[config.mk]
export PLATFORM = sky130hd
export DESIGN_NAME = uart_rx_fifo
export DESIGN_NICKNAME = d
export VERILOG_FILES = /design/src/rtl/uart_rx_fifo.sv
export SDC_FILE = /design/constraint.sdc
export NUM_CORES = 1
export LEC_CHECK = 0
export CAP_MARGIN = 20
export CORE_MARGIN = 2
export CORE_UTILIZATION = 40
export DETAILED_ROUTE_END_ITERATION = 6
export GPL_TIMING_DRIVEN = 0
export HOLD_SLACK_MARGIN = 0.12
export PLACE_DENSITY = 0.63
export SLEW_MARGIN = 20
export SYNTH_ARGS = -nofsm -noshare
export SYNTH_HDL_FRONTEND = slang
export SYNTH_SLANG_ARGS = --single-unit
export TNS_END_PERCENT = 10
[constraint.sdc]
create_clock -name clk_i -period 3 [get_ports clk_i]
set_input_delay 0.45 -clock clk_i [delete_from_list [all_inputs] [get_ports clk_i]]
set_output_delay 0.45 -clock clk_i [all_outputs]
set_load 0.05 [all_outputs]
[src/rtl/uart_rx_fifo.sv]
// uart_rx_fifo: oversampling UART receiver feeding a show-ahead ready/valid FIFO; define UART_RX_MAJORITY_EN for 2-of-3 majority bit sampling
module uart_rx_fifo #(
    parameter int CLK_FREQ_HZ = 31500000,
    parameter int BAUD        = 115200,
    parameter int OVERSAMPLE  = 16,
    parameter int DATA_W      = 8,
    parameter int PARITY_MODE = 0,
    parameter int FIFO_DEPTH  = 4
) (
    input  logic              clk_i,
    input  logic              reset_ni,
    input  logic              RX_i,
    output logic [DATA_W-1:0] data_o,
    output logic              valid_o,
    input  logic              ready_i,
    output logic              parity_err_o,
    output logic              frame_err_o,
    output logic              overrun_o,
    output logic              busy_o
);
    localparam int DIV   = (CLK_FREQ_HZ + (BAUD * OVERSAMPLE) / 2) / (BAUD * OVERSAMPLE);
    localparam int DIV_W = DIV > 1 ? $clog2(DIV) : 1;
    localparam int OS_W  = $clog2(OVERSAMPLE);
    localparam int BC_W  = $clog2(DATA_W);
    localparam int AW    = $clog2(FIFO_DEPTH);
`ifdef UART_RX_MAJORITY_EN
    localparam int SAMPLE_PH = OVERSAMPLE / 2;
`else
    localparam int SAMPLE_PH = OVERSAMPLE / 2 - 1;
`endif

    if (DIV < 1 || OVERSAMPLE < 4 || (OVERSAMPLE % 2) != 0 || DATA_W < 5 || DATA_W > 9 ||
        PARITY_MODE < 0 || PARITY_MODE > 2 || FIFO_DEPTH < 2 ||
        (FIFO_DEPTH & (FIFO_DEPTH - 1)) != 0) begin : g_param_err
        $error("uart_rx_fifo: illegal parameter set");
    end

    typedef enum logic [2:0] {S_IDLE, S_START, S_DATA, S_PARITY, S_STOP, S_BREAK} state_e;

    state_e             state_q, state_d;
    logic [1:0]         sync_q;
    logic               rx_s, rx_prev_q;
    logic [DIV_W-1:0]   div_cnt_q, div_cnt_d;
    logic [OS_W-1:0]    os_cnt_q, os_cnt_d;
    logic [DATA_W-1:0]  shift_q, shift_d;
    logic [BC_W-1:0]    bit_cnt_q, bit_cnt_d;
    logic               par_err_q, par_err_d;
    logic               push_q, push_d;
    logic               perr_q, perr_d;
    logic               ferr_q, ferr_d;
    logic               tick, start_det, sample_en, bit_val, par_calc;
    logic [DATA_W-1:0]  mem_q [FIFO_DEPTH];
    logic [AW-1:0]      wr_ptr_q, rd_ptr_q;
    logic [AW:0]        count_q;
    logic               full, pop, do_push;

    // two-flop synchroniser on the line plus one flop of history for edge detect
    always_ff @(posedge clk_i or negedge reset_ni) begin
        if (!reset_ni) begin
            sync_q    <= 2'b11;
            rx_prev_q <= 1'b1;
        end else begin
            sync_q    <= {sync_q[0], RX_i};
            rx_prev_q <= rx_s;
        end
    end

    assign rx_s      = sync_q[1];
    assign tick      = div_cnt_q == DIV_W'(DIV - 1);
    assign start_det = (state_q == S_IDLE) && rx_prev_q && !rx_s;
    assign sample_en = tick && (os_cnt_q == OS_W'(SAMPLE_PH));
    assign par_calc  = (^shift_q) ^ bit_val;

`ifdef UART_RX_MAJORITY_EN
    logic [1:0] maj_q;

    // capture the two early samples of the three-tick majority window
    always_ff @(posedge clk_i or negedge reset_ni) begin
        if (!reset_ni) begin
            maj_q <= 2'b11;
        end else if (tick && os_cnt_q == OS_W'(SAMPLE_PH - 2)) begin
            maj_q[0] <= rx_s;
        end else if (tick && os_cnt_q == OS_W'(SAMPLE_PH - 1)) begin
            maj_q[1] <= rx_s;
        end
    end

    assign bit_val = (maj_q[0] & maj_q[1]) | (rx_s & (maj_q[0] | maj_q[1]));
`else
    assign bit_val = rx_s;
`endif

    // tick divider and in-bit phase counter, both restarted by a start edge
    always_comb begin
        div_cnt_d = (start_det || tick) ? '0 : div_cnt_q + 1'b1;
        os_cnt_d  = start_det ? '0 : !tick ? os_cnt_q :
                    (os_cnt_q == OS_W'(OVERSAMPLE - 1)) ? '0 : os_cnt_q + 1'b1;
    end

    // FSM state register
    always_ff @(posedge clk_i or negedge reset_ni) begin
        if (!reset_ni) state_q <= S_IDLE;
        else           state_q <= state_d;
    end

    // FSM next-state logic; stop returns to idle at mid-bit so back-to-back frames work
    always_comb begin
        state_d = state_q;
        case (state_q)
            S_IDLE:   state_d = start_det ? S_START : S_IDLE;
            S_START:  state_d = !sample_en ? S_START : bit_val ? S_IDLE : S_DATA;
            S_DATA:   state_d = (sample_en && bit_cnt_q == BC_W'(DATA_W - 1)) ?
                                ((PARITY_MODE != 0) ? S_PARITY : S_STOP) : S_DATA;
            S_PARITY: state_d = sample_en ? S_STOP : S_PARITY;
            S_STOP:   state_d = !sample_en ? S_STOP : bit_val ? S_IDLE : S_BREAK;
            S_BREAK:  state_d = rx_s ? S_IDLE : S_BREAK;
            default:  state_d = S_IDLE;
        endcase
    end

    // FSM outputs: busy flag, shift/parity datapath and the one-shot frame verdicts
    always_comb begin
        busy_o    = state_q != S_IDLE;
        shift_d   = shift_q;
        bit_cnt_d = bit_cnt_q;
        par_err_d = par_err_q;
        push_d    = 1'b0;
        perr_d    = 1'b0;
        ferr_d    = 1'b0;
        if (sample_en) begin
            case (state_q)
                S_START: begin
                    bit_cnt_d = '0;
                    par_err_d = 1'b0;
                end
                S_DATA: begin
                    shift_d   = {bit_val, shift_q[DATA_W-1:1]};
                    bit_cnt_d = bit_cnt_q + 1'b1;
                end
                S_PARITY: par_err_d = (PARITY_MODE == 1) ? !par_calc : par_calc;
                S_STOP: begin
                    ferr_d = !bit_val;
                    perr_d = bit_val && par_err_q;
                    push_d = bit_val && !par_err_q;
                end
                default: ;
            endcase
        end
    end

    // receive datapath registers
    always_ff @(posedge clk_i or negedge reset_ni) begin
        if (!reset_ni) begin
            div_cnt_q <= '0;
            os_cnt_q  <= '0;
            shift_q   <= '0;
            bit_cnt_q <= '0;
            par_err_q <= 1'b0;
            push_q    <= 1'b0;
            perr_q    <= 1'b0;
            ferr_q    <= 1'b0;
        end else begin
            div_cnt_q <= div_cnt_d;
            os_cnt_q  <= os_cnt_d;
            shift_q   <= shift_d;
            bit_cnt_q <= bit_cnt_d;
            par_err_q <= par_err_d;
            push_q    <= push_d;
            perr_q    <= perr_d;
            ferr_q    <= ferr_d;
        end
    end

    assign parity_err_o = perr_q;
    assign frame_err_o  = ferr_q;
    assign full         = count_q == (AW + 1)'(FIFO_DEPTH);
    assign valid_o      = count_q != '0;
    assign pop          = valid_o && ready_i;
    assign do_push      = push_q && (!full || pop);
    assign overrun_o    = push_q && full && !pop;
    assign data_o       = valid_o ? mem_q[rd_ptr_q] : '0;

    // FIFO pointers and occupancy; a push into a full FIFO is accepted when a pop frees a slot
    always_ff @(posedge clk_i or negedge reset_ni) begin
        if (!reset_ni) begin
            wr_ptr_q <= '0;
            rd_ptr_q <= '0;
            count_q  <= '0;
        end else begin
            wr_ptr_q <= wr_ptr_q + AW'(do_push);
            rd_ptr_q <= rd_ptr_q + AW'(pop);
            count_q  <= count_q + (AW + 1)'(do_push) - (AW + 1)'(pop);
        end
    end

    // FIFO storage; contents are don't-care while the count says empty
    always_ff @(posedge clk_i) begin
        if (do_push) mem_q[wr_ptr_q] <= shift_q;
    end
endmodule

==> results of run 1 <==
cells in the mapped netlist (2+ instances only):
master | n | share of area, %
inv_1 | 9 | 1.1
o21ai_1 | 7 | 1.2
or3_1 | 2 | 0.42
clkbuf_1 | 4 | 0.50
a21oi_1 | 3 | 0.50
nand3_1 | 4 | 0.67
mux2_1 | 8 | 3.0
nand2b_1 | 3 | 0.63
nor2b_1 | 11 | 2.3
and3_1 | 5 | 1.0
buf_2 | 2 | 0.34
ha_1 | 9 | 3.8
nor3_1 | 2 | 0.34
dfrtp_1 | 34 | 29
dfstp_2 | 3 | 2.6
xnor2_1 | 8 | 2.3
edfxtp_1 | 32 | 32
a22o_1 | 5 | 1.5
nand2_1 | 9 | 1.1
xor2_1 | 6 | 1.8
mux2i_1 | 3 | 1.0
nor2_1 | 13 | 1.6
mux4_2 | 8 | 6.0
cells in the final DEF (no fill, tap or decap), types with 4 or more instances in the layout:
master and count:
nand3_1 4, and3_1 5, edfxtp_1 32, clkdlybuf4s50_1 15, ha_1 9, mux4_2 8, dfrtp_1 34, xor2_1 6
nor2b_1 11, a22o_1 5, inv_1 9, mux2_1 8, clkbuf_8 9, clkbuf_1 6, xnor2_1 8, nor2_1 13
nand2_1 9, o21ai_1 7
worst max-delay path, stage by stage (launching register included):
cell and delay (ps):
dfrtp_1 350, buf_2 290, mux4_2 540, nor2b_1 140, clkdlybuf4s50_1 720
cells by family (layout without fill, tap and decap cells):
group	after synthesis	after routing	synth area share (%)
muxes	20	20	10.4
xor gates and xnor gates	15	15	4.86
AOI/OAI and AO/OA	16	16	3.35
DFF	69	69	63.4
adders and majority gates	10	10	4.44
and+or+nand+nor	58	58	11.2
buffers and inverters	16	50	2.35
power breakdown:
part / switching, uW / internal (uW) / total (uW)
combinational: 454 / 342 / 797
clock: 331 / 379 / 710
sequential: 78.3 / 1070 / 1150
layer usage:
| layer | GRT usage [%] | vias up |
|---|---|---|
| met5 | 0 | - |
| met4 | 6.92 | 0 |
| li1 | - | 785 |
| met3 | 3.09 | 10 |
| met2 | 19.9 | 29 |
| met1 | 16.5 | 835 |
worst paths after layout:
path | slack (ps) | endpoint | depth (start not counted) | from
worst min register to register | 360 | sync_q[1]$_DFF_PN1_ | 0 | sync_q[0]$_DFF_PN1_
max in group asynchronous | 1840 | rx_prev_q$_DFF_PN1_ | 3 | reset_ni
worst max register to register | 450 | count_q[2]$_DFF_PN0_ | 9 | count_q[1]$_DFF_PN0_
min in group asynchronous | 620 | div_cnt_q[2]$_DFF_PN0_ | 2 | reset_ni
worst max-delay path | 170 | data_o[3] | 4 | rd_ptr_q[0]$_DFF_PN0_
worst min-delay path | 360 | sync_q[1]$_DFF_PN1_ | 0 | sync_q[0]$_DFF_PN1_
layout make-up:
cell class,instances,area (um2)
Fill cell,663,3750
Sequential cell,69,1890
Multi-Input combinational cell,119,1040
Timing Repair Buffer,18,193
Clock buffer,11,131
Tap cell,99,124
Clock inverter,5,51.3
Buffer,7,36.3
Inverter,9,33.8
per-stage QoR:
| step | setup slack [ps] | total power, uW | hold WS, ps | area, um2 | cells |
|---|---|---|---|---|---|
| 6_report | 174 | 2660 | 357 | 3500 | 337 |
| 3_5_place_dp | 206 | 1990 | 347 | 3310 | 320 |
| 4_1_cts | 98.3 | 2700 | 357 | 3500 | 337 |
| 3_3_place_gp | 66.3 | 1960 | 346 | 3270 | 319 |
| 5_1_grt | 25.3 | 2830 | 361 | 3500 | 337 |
| 2_1_floorplan | 540 | 1760 | 154 | 2980 | 204 |
sequential cells by signal, indices dropped and copies added, names as in the netlist, 3 cells and up:
signal,flops
div_cnt_q,5
mem_q,32
shift_q,8
os_cnt_q,4
count_q,3
bit_cnt_q,3
state_q,3
==> Implementation_results.wiki, run 1 <==
{| class="wikitable"
! Metric !! Value
|-
| Accumulated negative setup slack || 0 ps
|-
| Wire length after detailed routing || 4710 um
|-
| Met3 routed wirelength || 146 um
|-
| Data required time of the worst path || 2550 ps
|-
| Clock insertion delay at the later pin of the skew report || 330 ps
|-
| CTS clock-pin slew for the worst setup and hold paths || 70 ps
|-
| Wire length of the first global-routing pass || 8100 um
|-
| Total power density per cell area || 760 mW/mm2
|-
| ANT nets after route || 0
|-
| Buffer type at the clock tree root || clkbuf_8
|-
| #FFs+latches synth || 69
|-
| Detailed-router iteration count before antenna repair || 4
|-
| Initial antenna violation count || 0
|-
| Number of endpoints failing setup at the final stage || 0
|-
| Hold Fails Final Rpt || 0
|-
| Main synth FF type || dfrtp_1
|-
| Critical Setup Path Class || reg -> out
|-
| Worst VDD drop || 0.373 mV
|-
| Run status || completed
|-
| P&R area growth vs syn || 17.2%
|-
| Fin Clk Skew || 4.20 ps
|-
| Detailed-route via count || 1659
|-
| Number of buffers on the longest clock path || 2
|-
| Core Region || 0.00725 mm2
|-
| Number of buffers added to fix hold violations after cts || 1
|-
| Number of top-level pins || 17
|-
| Initial cell density of the core || 41.1%
|-
| Highest layer used for signal routing || met4
|-
| Minimum period implied by the final worst setup slack || 2830 ps
|-
| Cts bufs inserted || 9
|-
| Worst slew pin tran || 755 ps
|-
| Number of cells produced by synthesis || 204
|-
| Share of cells above drive strength 1 || 15.1%
|-
| Warning count from the yosys run || 0
|-
| Overall Global Routing Usage || 12.8%
|-
| Total of cells resized after clock tree synthesis || 0
|-
| WL/cell || 14.0 um
|-
| Wl on met1 || 2250 um
|-
| DP Wirelength || 3100 um
|-
| Share of synthesized registers carrying an async set or reset || 53.6%
|-
| Die Ht || 90.4 um
|-
| Net count, final || 247
|-
| Clock sink total || 69
|-
| Detailed router's first-iteration violation count || 103
|-
| Setup crit start kind || register
|-
| Area of the mapped netlist || 0.00298 mm2
|-
| Area of the die || 0.00817 mm2
|-
| Ant. Diodes || 0
|-
| Max Cap Viol || 0
|-
| DRC violations left || 0
|-
| Largest net degree at the start of global routing || 20
|-
| Post CTS Setup Buffer Count || 0
|-
| Via density per instance || 4.92
|-
| Share of the core filled with cells || 48.2%
|-
| Clock tree from TritonCTS || done
|-
| X dimension of the die || 90.4 um
|-
| Max transition margin || 49.4%
|-
| Max frequency || 354 MHz
|-
| Sequential fraction of the synthesis area || 63.4%
|-
| Number of placement rows || 31
|-
| Input/output buffers || 16
|-
| Maximum fanout encountered on the critical timing path || 8
|-
| Crit path arrival time || 2380 ps
|-
| Type of the worst min-delay path || reg -> reg
|-
| Weighted congestion at the end of routability-driven global placement || 0.727
|-
| Setup repair after global routing missed its margin || no
|-
| Maximum level of the CTS H-tree || 3
|-
| Congestion Overflow GR || 0
|-
| Final slew viol count || 0
|-
| Mean post-synth cell area || 14.6 um2
|-
| DR WL met2 || 2210 um
|-
| Endpoint kind of the worst setup timing path || primary output
|-
| Count of cell types in the netlist || 37
|-
| Static Leak || 0.00150 uW
|-
| Count of flip-flops with a built-in enable after synthesis || 32
|-
| Total nets after synthesis || 218
|-
| Number of global-route vias before repair || 1651
|-
| Final period util || 94.2%
|}
Note: power is estimated with default switching activity, not from simulation.
==> run 2, diff against run 1 <==
--- a/config.mk
+++ b/config.mk
@@ -11,6 +11,7 @@
 export DETAILED_ROUTE_END_ITERATION = 6
 export GPL_TIMING_DRIVEN = 0
 export HOLD_SLACK_MARGIN = 0.12
+export MAX_ROUTING_LAYER = met4
 export PLACE_DENSITY = 0.63
 export SLEW_MARGIN = 20
 export SYNTH_ARGS = -nofsm -noshare
==> run 2 against run 1 <==
Effect of this change:
- largest cell class unchanged
- global-route usage grew 0.37 points
- critical endpoint unchanged
- sequential cell count is the same
- via count fell by 0.12%
==> Implementation_results.wiki, run 2 (synthesis gave the netlist of run 1 again) <==
{| class="wikitable"
! Metric !! Value
|-
| Max transition margin || 49.9% (+0.45 points)
|-
| Detailed router's first-iteration violation count || 108 (+4.9%)
|-
| Number of top-level pins || 17 (unchanged)
|-
| Fillers || 663 (unchanged)
|-
| Input/output buffers || 16 (unchanged)
|-
| Worst VDD drop || 0.373 mV (about the same)
|-
| Run status || completed
|-
| Hold Fails Final Rpt || 0 (unchanged)
|-
| Launch instance of the worst register-to-register path || count_q[1]$_DFF_PN0_
|-
| Crit path arrival time || 2370 ps (about the same)
|-
| Setup repair after global routing missed its margin || no
|-
| Worst slew pin tran || 748 ps (-6.79 ps)
|-
| Share of cells above drive strength 1 || 15.1% (unchanged)
|-
| Cts bufs inserted || 9 (unchanged)
|-
| Area of the die || 0.00817 mm2 (unchanged)
|-
| ANT nets after route || 0 (unchanged)
|-
| Crit path cell chain || buf_2 > mux4_2 > nor2b_1 > clkdlybuf4s50_1
|-
| Type of the worst min-delay path || reg -> reg
|-
| X dimension of the die || 90.4 um (unchanged)
|-
| Setup crit start kind || register
|-
| Weighted congestion at the end of routability-driven global placement || 0.736 (+1.2%)
|-
| Maximum fanout encountered on the critical timing path || 8 (unchanged)
|-
| CTS clock-pin slew for the worst setup and hold paths || 70 ps (about the same)
|-
| Initial antenna violation count || 0 (unchanged)
|-
| Accumulated negative setup slack || 0 ps (unchanged)
|-
| Max frequency || 354 MHz (about the same)
|-
| Detailed-router iteration count before antenna repair || 4 (unchanged)
|-
| Die Ht || 90.4 um (unchanged)
|-
| Number of placed cells counting well taps || 320 (unchanged)
|-
| Buffer type at the clock tree root || clkbuf_8
|-
| Ant. Diodes || 0 (unchanged)
|-
| Clock insertion delay at the later pin of the skew report || 330 ps (about the same)
|-
| Net count, final || 247 (unchanged)
|-
| DP Wirelength || 3100 um (unchanged)
|-
| Number of flip-flops in the largest register || 32 (unchanged)
|-
| Initial cell density of the core || 41.1% (unchanged)
|-
| Critical Setup Path Class || reg -> out
|-
| Total power density per cell area || 759 mW/mm2 (about the same)
|-
| Sequential cell area || 0.00189 mm2 (unchanged)
|-
| Most used cells in the layout excluding fill and tap cells || 34 x dfrtp_1, 32 x edfxtp_1, 15 x clkdlybuf4s50_1
|-
| Number of endpoints failing setup at the final stage || 0 (unchanged)
|-
| Final slew viol count || 0 (unchanged)
|-
| Startpoint of the worst hold path || sync_q[0]$_DFF_PN1_
|-
| Fin Clk Skew || 5.30 ps (+1.10 ps)
|-
| Via density per instance || 4.92 (-0.12%)
|-
| Crit-path max cell delay || 720 ps (about the same)
|-
| Number of placement rows || 31 (unchanged)
|-
| DRC violations left || 0 (unchanged)
|-
| Final period util || 94.2% (about the same)
|-
| P&R area growth vs syn || 17.2% (unchanged)
|-
| Data required time of the worst path || 2550 ps (about the same)
|-
| Wire length of the first global-routing pass || 8100 um (unchanged)
|-
| Clock sink total || 69 (unchanged)
|-
| Core Region || 0.00725 mm2 (unchanged)
|-
| Endpoint kind of the worst setup timing path || primary output
|-
| Total area of multi-input combinational cells || 0.00104 mm2 (unchanged)
|-
| Congestion Overflow GR || 0 (unchanged)
|-
| Static Leak || 0.00150 uW (unchanged)
|-
| Maximum level of the CTS H-tree || 3 (unchanged)
|-
| Launching instance or port of the critical path || rd_ptr_q[0]$_DFF_PN0_
|-
| Leading cell type in the layout, fill and taps excluded || dfrtp_1
|-
| Overall Global Routing Usage || 13.1% (+0.37 points)
|-
| Max Cap Viol || 0 (unchanged)
|-
| Worst Hold Margin || 357 ps (-0.0730 ps)
|-
| Detailed-route via count || 1657 (-0.12%)
|-
| Slowest stage cell, crit path || clkdlybuf4s50_1
|-
| Number of buffers on the longest clock path || 2 (unchanged)
|-
| Wire length after detailed routing || 4710 um (about the same)
|-
| Largest net degree at the start of global routing || 20 (unchanged)
|-
| Number of global-route vias before repair || 1646 (-0.30%)
|-
| Fin cells || 337 (unchanged)
|-
| WL/cell || 14.0 um (about the same)
|-
| Largest register by flop count || mem_q
|-
| Registers with the most flip-flops || mem_q x32, shift_q x8, div_cnt_q x5
|-
| Clock tree from TritonCTS || done
|-
| Minimum period implied by the final worst setup slack || 2820 ps (-0.681 ps)
|}
-- run 2: cell counts in the layout (fill, tap and decap cells not counted) --
Identical to the previous run, type by type.
-- run 2: metal layers --
metal | GRT usage (%) | vias up | routed length, um
li1 | - | 783 | -
met5 | - | - | 0
met2 | 19.9 | 39 | 2190
met3 | 3.09 | 10 | 186
met1 | 16.5 | 825 | 2220
met4 | 6.92 | 0 | 111
-- run 2: power by group --
group	switching [uW]	internal (uW)	leakage [uW]	total (uW)
clock	329	379	0.0000907	708
sequential	78.5	1070	0.000820	1150
combinational	454	342	0.000592	796
-- run 2: per-stage QoR --
step	utilization (%)	worst slack, ps	power, uW	cell area [um2]
2_1_floorplan	-	540	1760	2980
3_3_place_gp	45.1	66.3	1960	3270
3_5_place_dp	45.6	206	1990	3310
4_1_cts	48.2	98.3	2700	3500
5_1_grt	48.2	26.1	2830	3500
6_report	48.2	175	2660	3500
-- run 2: timing repair --
| item | CTS | global route |
|---|---|---|
| gates resized for setup | 0 | 0 |
| endpoints found under the setup margin | 0 | 0 |
| endpoints found under the hold margin | 18 | 0 |
| buffers inserted | 0 | 0 |
| hold buffers | 1 | 0 |
-- run 2: layout make-up --
type / instances / share of cell area (%)
clock buffer: 11 / 3.76
timing repair buffer: 18 / 5.51
buffer: 7 / 1.04
sequential: 69 / 54.0
multi-input combinational: 119 / 29.7
clock inverter: 5 / 1.47
inverter: 9 / 0.966
tap: 99 / 3.54
-- run 2: path summary, 6_finish.rpt --
kind,endpoint,slack (ps),cells past startpoint
min reg2reg,sync_q[1]$_DFF_PN1_,360,0
max reg2reg,count_q[2]$_DFF_PN0_,450,9
min in group asynchronous,div_cnt_q[2]$_DFF_PN0_,620,2
max,data_o[3],180,4
max in group asynchronous,sync_q[1]$_DFF_PN1_,1830,3
min,sync_q[1]$_DFF_PN1_,360,0
-- run 2: critical path: cells and delay by family (launching register included) --
family / cells / cell delay [ps]
flip-flops: 1 / 350
multiplexers: 1 / 540
AND/OR/NAND/NOR: 1 / 140
buffers and inverters: 2 / 1010
==> run 3, diff against run 2 <==
--- a/config.mk
+++ b/config.mk
@@ -6,7 +6,6 @@
 export NUM_CORES = 1
 export LEC_CHECK = 0
 export CAP_MARGIN = 20
-export CORE_MARGIN = 2
 export CORE_UTILIZATION = 40
 export DETAILED_ROUTE_END_ITERATION = 6
 export GPL_TIMING_DRIVEN = 0
==> run 3 against run 2 <==
Effect of this change:
- design area increased by 1.6%
- die area decreased by 4.4%
- utilization increased by 1.0 points
- critical path type unchanged
- sequential power about the same
- power increased by 8.1%
- sequential share of layout area decreased by 0.84 points
==> Implementation_results.wiki, run 3 (synthesis gave the netlist of run 1 again) <==
{| class="wikitable"
! Metric !! Value
|-
| Most used cells in the layout excluding fill and tap cells || 34 x dfrtp_1, 32 x edfxtp_1, 15 x clkdlybuf4s50_1
|-
| Total of cells resized after clock tree synthesis || 0 (unchanged)
|-
| Number of top-level pins || 17 (unchanged)
|-
| Initial antenna violation count || 0 (unchanged)
|-
| Number of global-route vias before repair || 1649 (+0.18%)
|-
| X dimension of the die || 88.4 um (-2.2%)
|-
| Maximum level of the CTS H-tree || 3 (unchanged)
|-
| Number of flip-flops in the largest register || 32 (unchanged)
|-
| Maximum fanout encountered on the critical timing path || 8 (unchanged)
|-
| Area of the die || 0.00781 mm2 (-4.4%)
|-
| Clock sink total || 69 (unchanged)
|-
| Congestion Overflow GR || 0 (unchanged)
|-
| Die Ht || 88.4 um (-2.2%)
|-
| Startpoint of the worst hold path || sync_q[0]$_DFF_PN1_
|-
| CTS clock-pin slew for the worst setup and hold paths || 80 ps (about the same)
|-
| Initial cell density of the core || 41.4% (+0.22 points)
|-
| Wire length of the first global-routing pass || 7960 um (-1.8%)
|-
| Registers with the most flip-flops || mem_q x32, shift_q x8, div_cnt_q x5
|-
| Endpoint kind of the worst setup timing path || primary output
|-
| WL/cell || 13.5 um (-3.2%)
|-
| Detailed-router iteration count before antenna repair || 5 (+1)
|-
| Max transition margin || 51.1% (+1.2 points)
|-
| Setup repair after global routing missed its margin || no
|-
| Largest net degree at the start of global routing || 28 (+40%)
|-
| Number of endpoints failing setup at the final stage || 0 (unchanged)
|-
| Via density per instance || 4.84 (-1.6%)
|-
| Clock insertion delay at the later pin of the skew report || 340 ps (about the same)
|-
| Hold path depth || 0 (unchanged)
|-
| Worst slew pin tran || 730 ps (-18.5 ps)
|-
| Final instance area || 0.00355 mm2 (+1.6%)
|-
| Share of cells above drive strength 1 || 16.4% (+1.3 points)
|-
| Wire length after detailed routing || 4560 um (-3.2%)
|-
| Core Region || 0.00721 mm2 (-0.53%)
|-
| Total power density per cell area || 808 mW/mm2 (+6.4%)
|-
| Depth of the worst register-to-register path || 9 (unchanged)
|-
| P&R area growth vs syn || 19.1%
|-
| End point of the most critical hold path || sync_q[1]$_DFF_PN1_
|-
| Post CTS Setup Buffer Count || 0 (unchanged)
|-
| Run status || completed
|-
| Largest register by flop count || mem_q
|-
| Setup crit start kind || register
|-
| Ant. Diodes || 0 (unchanged)
|-
| Hold Fails Final Rpt || 0 (unchanged)
|-
| Number of placement rows || 31 (unchanged)
|-
| Number of buffers on the longest clock path || 2 (unchanged)
|-
| Fillers || 661 (-0.30%)
|-
| Critical Setup Path Class || reg -> out
|-
| Clock tree from TritonCTS || done
|-
| Max Cap Viol || 0 (unchanged)
|-
| Worst Hold Margin || 357 ps (+0.628 ps)
|-
| Register-to-register setup slack || 530 ps (+80 ps)
|-
| Cts bufs inserted || 9 (unchanged)
|-
| Minimum period implied by the final worst setup slack || 2830 ps (+4.73 ps)
|-
| Detailed-route via count || 1630 (-1.6%)
|-
| Fin Clk Skew || 9.87 ps (+4.57 ps)
|-
| Weighted congestion at the end of routability-driven global placement || 0.733 (-0.48%)
|-
| Worst VDD drop || 0.278 mV (-25%)
|-
| Static Leak || 0.00153 uW (+2.0%)
|-
| Final period util || 94.3% (+0.16 points)
|-
| Data required time of the worst path || 2550 ps (about the same)
|-
| Accumulated negative setup slack || 0 ps (unchanged)
|-
| Max frequency || 353 MHz (-0.17%)
|-
| Total placed instance area || 0.00330 mm2 (-0.23%)
|-
| Crit path arrival time || 2380 ps (about the same)
|-
| Type of the worst min-delay path || reg -> reg
|-
| Overall Global Routing Usage || 14.5% (+1.4 points)
|-
| Input/output buffers || 16 (unchanged)
|-
| DP Wirelength || 3100 um (about the same)
|-
| Leading cell type in the layout, fill and taps excluded || dfrtp_1
|-
| Number of buffers added to fix hold violations after cts || 1 (unchanged)
|-
| Buffer type at the clock tree root || clkbuf_8
|-
| Worst reg2reg endpoint || count_q[2]$_DFF_PN0_
|-
| ANT nets after route || 0 (unchanged)
|-
| DRC violations left || 0 (unchanged)
|-
| Final slew viol count || 0 (unchanged)
|-
| Detailed router's first-iteration violation count || 106 (-1.9%)
|-
| Net count, final || 247 (unchanged)
|-
| Launch instance of the worst register-to-register path || count_q[1]$_DFF_PN0_
|}
## run 3: worst max-delay path by stage
stage                          startpoint                   end  slack (ps)  cells past startpoint
global placement     count_q[1]$_DFF_PN0_  count_q[2]$_DFF_PN0_          60                      9
finish              rd_ptr_q[0]$_DFF_PN0_             data_o[7]         170                      4
global route        rd_ptr_q[1]$_DFF_PN0_             data_o[4]          40                      4
CTS                 rd_ptr_q[0]$_DFF_PN0_             data_o[7]         110                      4
floorplan            count_q[1]$_DFF_PN0_  count_q[2]$_DFF_PN0_         540                      9
detailed placement                ready_i  count_q[2]$_DFF_PN0_         210                     10
## run 3: report_power, final
part | internal, uW | switching (uW) | total (uW)
registers | 1070 | 80.1 | 1150
logic | 344 | 451 | 795
clock network | 558 | 367 | 925
total | 1970 | 897 | 2870
## run 3: critical path, cell delays in order, from the launching register on
cell and delay (ps):
dfrtp_1 340, buf_2 280, mux4_2 550, nor2b_1 150, clkdlybuf4s50_1 720
## run 3: layout make-up
cell class	instances	area (um2)	area share [%]
clock inverter	7	121	3.42
tap	99	124	3.49
multi-input combinational	119	1040	29.2
sequential	69	1890	53.2
buffer	7	36.3	1.02
clock buffer	9	124	3.49
inverter	9	33.8	0.951
timing repair buffer	18	185	5.21
## run 3: layer usage
metal	track usage [%]	vias up	wire length, um
met2	22.1	27	2250
met3	2.89	9	123
met1	17.8	810	2090
met4	8.80	0	91
li1	-	784	-
met5	-	-	0
## run 3: per-stage QoR
step / worst slack [ps] / power (uW) / utilization, % / cells
3_5_place_dp: 213 / 1990 / 45.7 / 320
5_1_grt: 39.0 / 3040 / 49.3 / 337
2_1_floorplan: 540 / 1760 / - / 204
4_1_cts: 114 / 2920 / 49.3 / 337
3_3_place_gp: 58.7 / 1960 / 45.3 / 319
6_report: 170 / 2870 / 49.3 / 337
